<file path="src/rtl/mem_access_unit_pkg.sv">
// rtl/mem_access_unit_pkg.sv - size/state encodings and request record for the byte-serial memory access unit
package mem_access_pkg;

    localparam logic [1:0] SZ_BYTE    = 2'b00;
    localparam logic [1:0] SZ_HALF    = 2'b01;
    localparam logic [1:0] SZ_WORD    = 2'b10;
    localparam logic [1:0] SZ_ILLEGAL = 2'b11;

    localparam logic [1:0] IDLE   = 2'd0;
    localparam logic [1:0] ACCESS = 2'd1;
    localparam logic [1:0] RESP   = 2'd2;

    typedef struct packed {
        logic        write;
        logic [1:0]  size;
        logic        is_unsigned;
        logic [31:0] addr;
        logic [31:0] wdata;
    } mem_req_t;

    // Zero marks the illegal encoding so callers can fold it into the legality check.
    function automatic logic [2:0] size_to_bytes(input logic [1:0] size);
        case (size)
            SZ_BYTE: size_to_bytes = 3'd1;
            SZ_HALF: size_to_bytes = 3'd2;
            SZ_WORD: size_to_bytes = 3'd4;
            default: size_to_bytes = 3'd0;
        endcase
    endfunction

endpackage

</file>
<file path="src/rtl/mem_access_unit_if.sv">
// rtl/mem_access_unit_if.sv - core request/response and byte-wide memory bus bundle
interface mem_access_unit_if;
    logic        req_valid;
    logic        req_ready;
    logic        req_write;
    logic [1:0]  req_size;
    logic        req_unsigned;
    logic [31:0] req_addr;
    logic [31:0] req_wdata;
    logic        resp_valid;
    logic [31:0] resp_rdata;
    logic        resp_error;
    logic [31:0] mem_address;
    logic [7:0]  mem_write_data;
    logic        mem_write_enable;
    logic        mem_read_enable;
    logic [7:0]  mem_read_data;

    // master: core plus data memory; slave: the access unit
    modport master (
        output req_valid, req_write, req_size, req_unsigned, req_addr, req_wdata, mem_read_data,
        input  req_ready, resp_valid, resp_rdata, resp_error,
               mem_address, mem_write_data, mem_write_enable, mem_read_enable
    );

    modport slave (
        input  req_valid, req_write, req_size, req_unsigned, req_addr, req_wdata, mem_read_data,
        output req_ready, resp_valid, resp_rdata, resp_error,
               mem_address, mem_write_data, mem_write_enable, mem_read_enable
    );
endinterface

</file>
<file path="src/rtl/mem_access_unit_load_extend.sv">
// rtl/mem_access_unit_load_extend.sv - sign/zero extension of assembled load lanes
module load_extend
    import mem_access_pkg::*;
(
    input  logic [31:0] lanes,
    input  logic [1:0]  size,
    input  logic        is_unsigned,
    output logic [31:0] rdata
);
    always_comb begin
        rdata = '0;
        case (size)
            SZ_BYTE: rdata = {{24{!is_unsigned && lanes[7]}}, lanes[7:0]};
            SZ_HALF: rdata = {{16{!is_unsigned && lanes[15]}}, lanes[15:0]};
            SZ_WORD: rdata = lanes;
            default: rdata = '0;
        endcase
    end
endmodule

</file>
<file path="src/rtl/mem_access_unit.sv">
// rtl/mem_access_unit.sv - sequences byte/half/word loads and stores as one-byte memory cycles
module mem_access_unit
    import mem_access_pkg::*;
#(
    parameter int unsigned MEM_BYTES = 512
) (
    input  logic             clk,
    input  logic             reset,
    mem_access_unit_if.slave bus
);
    logic [1:0]  state;
    logic [1:0]  byte_cnt;
    mem_req_t    req_q;
    logic [31:0] lanes;
    logic [31:0] lanes_next;
    logic [31:0] ext_rdata;
    logic [31:0] resp_rdata_q;
    logic        resp_error_q;
    logic [2:0]  req_n;
    logic [2:0]  cur_n;
    logic [32:0] req_last;
    logic        req_legal;
    logic        last_byte;

    // Range check is done in 33 bits so addresses near 2^32 cannot wrap into range.
    always_comb begin
        req_n     = size_to_bytes(bus.req_size);
        req_last  = {1'b0, bus.req_addr} + 33'(req_n) - 33'd1;
        req_legal = (req_n != 3'd0)
                 && ((bus.req_addr & (32'(req_n) - 32'd1)) == 32'd0)
                 && (req_last < 33'(MEM_BYTES));
        cur_n     = size_to_bytes(req_q.size);
        last_byte = ({1'b0, byte_cnt} == (cur_n - 3'd1));
        lanes_next = lanes;
        if (state == ACCESS && !req_q.write)
            lanes_next[8*byte_cnt +: 8] = bus.mem_read_data;
    end

    // Fed with lanes_next so the final byte is included on the edge into RESP.
    load_extend u_load_extend (
        .lanes       (lanes_next),
        .size        (req_q.size),
        .is_unsigned (req_q.is_unsigned),
        .rdata       (ext_rdata)
    );

    assign bus.req_ready        = (state == IDLE);
    assign bus.resp_valid       = (state == RESP);
    assign bus.resp_rdata       = resp_rdata_q;
    assign bus.resp_error       = resp_error_q;
    assign bus.mem_read_enable  = (state == ACCESS) && !req_q.write;
    assign bus.mem_write_enable = (state == ACCESS) && req_q.write;
    assign bus.mem_address      = (state == ACCESS) ? req_q.addr + {30'd0, byte_cnt} : 32'd0;
    assign bus.mem_write_data   = (state == ACCESS && req_q.write) ? req_q.wdata[8*byte_cnt +: 8] : 8'd0;

    always_ff @(posedge clk) begin
        if (reset) begin
            state        <= IDLE;
            byte_cnt     <= '0;
            req_q        <= '0;
            lanes        <= '0;
            resp_rdata_q <= '0;
            resp_error_q <= 1'b0;
        end else begin
            case (state)
                IDLE: begin
                    if (bus.req_valid) begin
                        req_q <= '{write: bus.req_write, size: bus.req_size,
                                   is_unsigned: bus.req_unsigned,
                                   addr: bus.req_addr, wdata: bus.req_wdata};
                        byte_cnt <= '0;
                        lanes    <= '0;
                        if (req_legal) begin
                            state <= ACCESS;
                        end else begin
                            state        <= RESP;
                            resp_rdata_q <= '0;
                            resp_error_q <= 1'b1;
                        end
                    end
                end
                ACCESS: begin
                    lanes <= lanes_next;
                    if (last_byte) begin
                        state        <= RESP;
                        resp_rdata_q <= req_q.write ? 32'd0 : ext_rdata;
                        resp_error_q <= 1'b0;
                    end else begin
                        byte_cnt <= byte_cnt + 2'd1;
                    end
                end
                RESP:    state <= IDLE;
                default: state <= IDLE;
            endcase
        end
    end
endmodule

</file>
<file path="src/flat_wrapper.sv">
// flat-port wrapper written by rule: the top's interface ports become plain ports
module mem_access_unit_flat import mem_access_pkg::*;
#(
    parameter int unsigned MEM_BYTES = 512
)
  (clk, reset, bus_req_valid, bus_req_write, bus_req_size, bus_req_unsigned, bus_req_addr, bus_req_wdata, bus_mem_read_data, bus_req_ready, bus_resp_valid, bus_resp_rdata, bus_resp_error, bus_mem_address, bus_mem_write_data, bus_mem_write_enable, bus_mem_read_enable);
  mem_access_unit_if bus_i ();
  input  logic clk;
  input  logic reset;
  input wire logic [$bits(bus_i.req_valid)-1:0] bus_req_valid;
  input wire logic [$bits(bus_i.req_write)-1:0] bus_req_write;
  input wire logic [$bits(bus_i.req_size)-1:0] bus_req_size;
  input wire logic [$bits(bus_i.req_unsigned)-1:0] bus_req_unsigned;
  input wire logic [$bits(bus_i.req_addr)-1:0] bus_req_addr;
  input wire logic [$bits(bus_i.req_wdata)-1:0] bus_req_wdata;
  input wire logic [$bits(bus_i.mem_read_data)-1:0] bus_mem_read_data;
  output wire logic [$bits(bus_i.req_ready)-1:0] bus_req_ready;
  output wire logic [$bits(bus_i.resp_valid)-1:0] bus_resp_valid;
  output wire logic [$bits(bus_i.resp_rdata)-1:0] bus_resp_rdata;
  output wire logic [$bits(bus_i.resp_error)-1:0] bus_resp_error;
  output wire logic [$bits(bus_i.mem_address)-1:0] bus_mem_address;
  output wire logic [$bits(bus_i.mem_write_data)-1:0] bus_mem_write_data;
  output wire logic [$bits(bus_i.mem_write_enable)-1:0] bus_mem_write_enable;
  output wire logic [$bits(bus_i.mem_read_enable)-1:0] bus_mem_read_enable;
  assign bus_i.req_valid = bus_req_valid;
  assign bus_i.req_write = bus_req_write;
  assign bus_i.req_size = bus_req_size;
  assign bus_i.req_unsigned = bus_req_unsigned;
  assign bus_i.req_addr = bus_req_addr;
  assign bus_i.req_wdata = bus_req_wdata;
  assign bus_i.mem_read_data = bus_mem_read_data;
  assign bus_req_ready = bus_i.req_ready;
  assign bus_resp_valid = bus_i.resp_valid;
  assign bus_resp_rdata = bus_i.resp_rdata;
  assign bus_resp_error = bus_i.resp_error;
  assign bus_mem_address = bus_i.mem_address;
  assign bus_mem_write_data = bus_i.mem_write_data;
  assign bus_mem_write_enable = bus_i.mem_write_enable;
  assign bus_mem_read_enable = bus_i.mem_read_enable;
  mem_access_unit #(.MEM_BYTES(MEM_BYTES)) u_core (.clk(clk), .reset(reset), .bus(bus_i));
endmodule
</file>
<file path="config.mk">
export PLATFORM = sky130hd
export DESIGN_NAME = mem_access_unit_flat
export DESIGN_NICKNAME = d
export VERILOG_FILES = /design/src/rtl/mem_access_unit_pkg.sv /design/src/rtl/mem_access_unit_if.sv /design/src/rtl/mem_access_unit_load_extend.sv /design/src/rtl/mem_access_unit.sv /design/src/flat_wrapper.sv
export SDC_FILE = /design/constraint.sdc
export NUM_CORES = 1
export LEC_CHECK = 0
export CAP_MARGIN = 30
export CORE_ASPECT_RATIO = 1.2
export CORE_MARGIN = 2
export CORE_UTILIZATION = 53
export CTS_CLUSTER_DIAMETER = 200
export DETAILED_ROUTE_END_ITERATION = 6
export PLACE_DENSITY_LB_ADDON = 0.1
export SLEW_MARGIN = 25
export SYNTH_ARGS = -nofsm -noshare
export SYNTH_HDL_FRONTEND = slang
export SYNTH_SLANG_ARGS = --single-unit
</file>
<file path="constraint.sdc">
create_clock -name clk -period 4.4 [get_ports clk]
set_input_delay 0.66 -clock clk [delete_from_list [all_inputs] [get_ports clk]]
set_output_delay 0.66 -clock clk [all_outputs]
set_load 0.005 [all_outputs]
</file>
* Yosys cells after proc, flatten, opt, wreduce, memory -nomap -nowiden
Index checks and enable logic that the tools add are counted.
** Word-level totals
- Latch bits :: 0
- Register bits :: 137
- Input bits :: 79
- Memories kept :: 0
- Memory bits (writable) :: 0
- Bits in read-only memories :: 0
- Word-level logic and storage cells :: 77
** Cells by class
- Eq/ne operators :: 11
- Order comparisons :: 1
- Div/mod/pow operators :: 0
- Multiplexer cells :: 25
- Add/sub/neg operators :: 7
- Reductions and logical operators :: 19
- Multipliers :: 0
- Shift-type cells :: 3
- Bitwise operators :: 1
** Operator list (count)
- $mux W32 :: 7
- $pmux W32 S2 :: 2
- $pmux W32 S3 :: 1
- $neg A5 Y34 :: 1
- $shift A8 B34 Y32 const A :: 1
- $shiftx A8 B34 Y32 :: 1
- $add A32 B3 Y33 :: 1
- $lt A33 B10 Y1 const B :: 1
- $sub A33 B1 Y33 const B :: 1
- $add A32 B2 Y32 :: 1
- $and A32 B32 Y32 :: 1
- $bwmux W32 :: 1
- $logic_not A32 Y1 :: 1
- $shiftx A32 B6 Y8 :: 1
- $pmux W3 S3 :: 2
- $mux W2 :: 5
- $mux W8 :: 1
- $pmux W2 S2 :: 2
- $eq A2 B1 Y1 const B :: 3
- $eq A2 B2 Y1 const B :: 3
- $logic_and A1 B1 Y1 :: 6
- $logic_not A2 Y1 :: 3
- $ne A2 B2 Y1 const B :: 3
- $reduce_and A2 Y1 :: 3
- 12 further kinds :: 15

* Logic depth before layout (Yosys ltp)
- Depth after elaboration :: 10
- Mapped depth :: 15

* Hierarchy
A second synthesis with hierarchy kept.
** Unflattened totals
- Cell total of the unflattened synthesis :: 1297
- Area, all modules :: 9201.3 sq um
** Modules (own cells, without submodules)
- mem_access_unit :: instances 1, sequential area each 2742.6 sq um, cells each 1243, area each 8768.4 sq um
- load_extend :: instances 1, sequential area each 0.0 sq um, cells each 54, area each 432.9 sq um

* Worst setup path before layout
OpenSTA, ideal clock, no wires.
- Kind :: in2reg
- Start :: input port bus_req_size[0]
- End :: register u_core.resp_error_q, in the netlist u_core.bus.resp_error
- Library setup time :: 0.115 ns
- Setup slack :: 0.533 ns
- Data required time :: 4.285 ns
- Arrival time :: 3.753 ns
- Buffers on the path :: 1
- Cell stages on the path :: 15
- Path through :: nand2b_1 ha_1 inv_1 ha_1 and3b_1 a221o_1 a221oi_2 o41ai_2 a21boi_2 nor4_1 and4bb_1 nand4_1 o41a_1 buf_6 o21a_1
** Between the ends
- Longest elaborated chain between the ends :: 9
** RTL lines
- start: declaration :: RTL line flat_wrapper.sv:12 : input wire logic [$bits(bus_i.req_size)-1:0] bus_req_size;
- $eq A2 B2 Y1 (tied with other cells) :: RTL line mem_access_unit_pkg.sv:23 : case (size)
- $pmux W3 S3 (*) :: RTL line mem_access_unit_pkg.sv:23
- parallel branches: the longest is 4 deep, another holds $add A32 B3 Y33
- $logic_and A1 B1 Y1 (*) :: RTL line mem_access_unit.sv:31 : && (req_last < 33'(MEM_BYTES));
- $ne A2 B2 Y1 (no source line) (*)
- $reduce_and A4 Y1 (no source line) (*)
- end signal: assignment :: RTL line mem_access_unit.sv:63 : resp_error_q <= 1'b0;
- end signal: assignment :: RTL line mem_access_unit.sv:78 : resp_error_q <= 1'b1;
- end signal: assignment :: RTL line mem_access_unit.sv:87 : resp_error_q <= 1'b0;
- end: declaration :: RTL line mem_access_unit.sv:18 : logic resp_error_q;
Mark *: on every way between the ends.
A chain may end at the register's enable or synchronous reset.

* Worst setup path after layout
- Start :: input port bus_req_size[1]
- End :: register u_core.resp_rdata_q[2], in the netlist u_core.bus.resp_rdata[2]
** Between the ends
- Longest elaborated chain between the ends :: 9
** RTL lines
- $eq A2 B2 Y1 (tied with other cells) :: RTL line mem_access_unit_pkg.sv:23
- $pmux W3 S3 (*) :: RTL line mem_access_unit_pkg.sv:23
- parallel branches: the longest is 4 deep, another holds $add A32 B3 Y33
- $logic_and A1 B1 Y1 (*) :: RTL line mem_access_unit.sv:31
- $ne A2 B2 Y1 (no source line) (*)
- $reduce_and A4 Y1 (no source line) (*)
- end signal: assignment :: RTL line mem_access_unit.sv:86 : resp_rdata_q <= req_q.write ? 32'd0 : ext_rdata;
- end: declaration :: RTL line mem_access_unit.sv:17 : logic [31:0] resp_rdata_q;
Marked as above.

==> impl_results.md <==
- Synthesized instance count: roughly 1200
- Routed len/inst: about 16 um
- Final min period: 4.17 ns
- Least-Margin Pin Slew: around 0.83 ns
- Status: finished clean
- HP Class: reg -> reg
- Register area share after synthesis: 32.5%
- WL final: 25.0 mm
- I/O Pins: 156
- Via count: between 8000 and 9000
- Core Footprint: 15600 um2
- Crit share post-route: a little over nine tenths
- F_max: approximately 240 MHz
- FP Rows: 50
- RSZ-0062 raised after global routing: false
- # setup viols final: 0
- CP Max Fanout: 17
- Yosys warning total: 0
- Pleak: between 4 and 5 nW
- Antenna-violating nets left: 0
- Clock Tree Root: clkbuf_16
- Max-slew violation count: 0
- Largest delay share family, worst path: compound AO/OA/AOI/OAI gates
- Die height: 142 um
- TNS Setup: 0 ns
- Post-synthesis compound-gate area fraction: ~22%
- # DRC: 0
- Die footprint: about 17000 um2
- Synth area leaders: dfxtp_1 32%, nand2_1 13%, a21oi_1 9.7%
- Main synth FF type: dfxtp_1
- Clk sink count: about 140
- Synth Area per Inst: roughly 7.2 um2
- Initial antenna violation count: 0
- Slowest CP cell: clkdlybuf4s50_1
- R2R depth: 12
- Cts hold-fix bufs: 0
- # placed instances: around 1500
- CP arrival: between 4 and 5 ns
- IR drop worst, VDD: 0.000239 V
- FF+latch count, synth: 137
- Most common cell after layout, fill and taps aside: nand2_1
- Final non-filler cell total: around 1500
- Synthesis-to-layout area growth: 28.8%
- Commonest non-fill, non-tap cells in the layout: 295 x nand2_1, 164 x a21oi_1, 154 x clkdlybuf4s50_1
- WP depth: 16
- Max stage delay on crit path: roughly 0.5 ns
- Worst path cell trace: clkdlybuf4s50_1 -> nand2b_1 -> ha_1 -> inv_1 -> ha_1 -> and3b_1 -> a221o_1 -> a221oi_2 -> o41ai_2 -> a21boi_2 -> nor4_1 -> and4bb_1 -> nand4_1 -> o41a_1 -> buf_4 -> o21ai_1
- Final #Nets: ~1400
- Area leader, netlist: dfxtp_1
- Simple-Gate Fraction of Synth Area: roughly 28%
- Htree depth: 4
- First-pass GRT wire length: between 40 and 50 mm
- Drt first-iter violations: about 680
- Fraction of layout cells with a size suffix above 1: under 10%
- Skew final: ~0.0083 ns
- Total GRT Usage: around 29%
- Post-DP Area: 10300 um2
- Grt ovf: 0
- Design Area, Final: 10900 um2
- Number of synthesized flops with an enable pin: 0
- Yosys top cell area share: around a third
- PD cells: ~300 nW/um2
- Largest family of logic cells by synthesized area: simple AND/OR/NAND/NOR gates
- Clk slew on worst S/H paths: 0.06 ns
- Number of library cell types mapped by synthesis: 65
- Largest net degree at the start of global routing: 80
- Worst Path Required: 4.75 ns
- Startpoint types: input pin
- Syn Nets: ~1300
- Post-synthesis mux area share: 2.87%
- TritonCTS clock tree: yes
- Post-synthesis adder-cell area fraction: approximately 6.0%
- Async SR Flop Fraction: 0%
- Post-detail-place hpwl: between 15 and 20 mm
- Crit-path most repeated cell: ha_1
- Endpoint class of the critical path: flip-flop
- Synth Cell Area: 8450 um2
- Cell depth of the worst hold path: 2
- Die width: about 120 um
- Fillers: between 1000 and 1500
- Clock Latency Late Sink: ~0.43 ns
- Buffer levels on the longest clock path: 2
- WS Path Type: in -> reg
- CTS buffer count: 17
- Maxcap violations: 0
- Initial Utilization: between 50 and 60%
- Final Hold Fails: 0
- Vias in the first global route: around 8300
- TritonRoute pass-1 iters: 5
- Placer congestion estimate: around 0.93
- Slew headroom: about 45%
- Util after Layout: between 60% and 70%
- PortBufs: between 150 and 200
- Buf/Inv on CP: 3
- Vias per cell: around 5.6
- Synth Area in XOR/XNOR: around 4.0%
## cells in the mapped netlist, types with 8 or more instances
cell type and number:
o21ai_1 20, ha_1 39, nand2_1 296, nand3_1 25, o21ai_0 49, nor3_1 10
nand2b_1 38, and3_1 16, dfxtp_1 137, o21a_1 12, nand4_1 19, mux4_2 8
o21ai_2 10, a21oi_1 164, a31oi_1 9, inv_1 45, xnor2_1 14, and2_1 8
nor2_1 79, clkbuf_1 56, xor2_1 25
## cell families (layout without fill, tap and decap cells)
group,after synthesis,count (layout)
buffers and inverters,112,272
adder cells (fa/ha/maj),40,40
other,0,1
AO/OA/AOI/OAI,313,313
flip-flops,137,137
multiplexers,14,14
AND/OR/NAND/NOR,522,522
XOR/XNOR,39,39
## worst min-delay path, delay by kind of cell, from the launching register on
kind            cells  cell delay [ns]
compound gates      1             0.05
flops               1             0.31
simple gates        1             0.05
## state kept, by name, indices dropped and copies added, names as in the netlist
signal	flops
u_core.byte_cnt	2
u_core.bus.resp_error	1
u_core.lanes	32
u_core.bus.resp_rdata	32
u_core.state	2
u_core.req_q	68
## worst paths after layout
| check | start | end | slack [ns] |
|---|---|---|---|
| min reg2reg | u_core.req_q[14] | u_core.req_q[14] | 0.45 |
| min | u_core.req_q[14] | u_core.req_q[14] | 0.45 |
| max reg2reg | u_core.byte_cnt[0] | u_core.bus.resp_rdata[18] | 1.25 |
| max | bus_req_size[1] | u_core.bus.resp_rdata[2] | 0.23 |
## per-stage QoR
stage | power, mW | hold WS [ns] | worst slack [ns]
after floorplan | 1.69 | 0.432 | 0.533
after global placement | 1.91 | 0.439 | -0.0627
final | 3.30 | 0.453 | 0.226
after CTS | 3.32 | 0.455 | 0.0295
after detailed placement | 1.91 | 0.446 | -0.178
after global routing | 3.44 | 0.466 | 0.00107
## power breakdown
group          switching (mW)  internal (mW)
logic                   0.329          0.254
clock network           0.577          0.831
registers              0.0329           1.28
total                   0.940           2.36
## area by class of cell
class	instances	area [um2]	area share [%]
Sequential cell	137	2740	25.2
Multi-Input combinational cell	928	5270	48.5
Inverter	45	169	1.55
Timing Repair Buffer	195	1850	17.0
Tap cell	208	260	2.39
Antenna cell	1	2.50	0.0230
Clock inverter	11	113	1.03
Clock buffer	21	470	4.32
## timing repair
item | 4_1_cts | 5_1_grt
endpoints found under the setup margin | 0 | 4
endpoints found under the hold margin | 0 | 0
gates resized for setup | 0 | 4
buffers inserted | 0 | 1
## routing by layer
metal | vias up | part of all wire (%) | track usage, %
met4 | 0 | 3.1 | 12.6
met3 | 51 | 4.3 | 3.89
li1 | 4334 | - | -
met5 | - | 0 | 0
met1 | 4088 | 41 | 34.3
met2 | 260 | 52 | 53.2
Note: power is estimated with default switching activity, not from simulation.
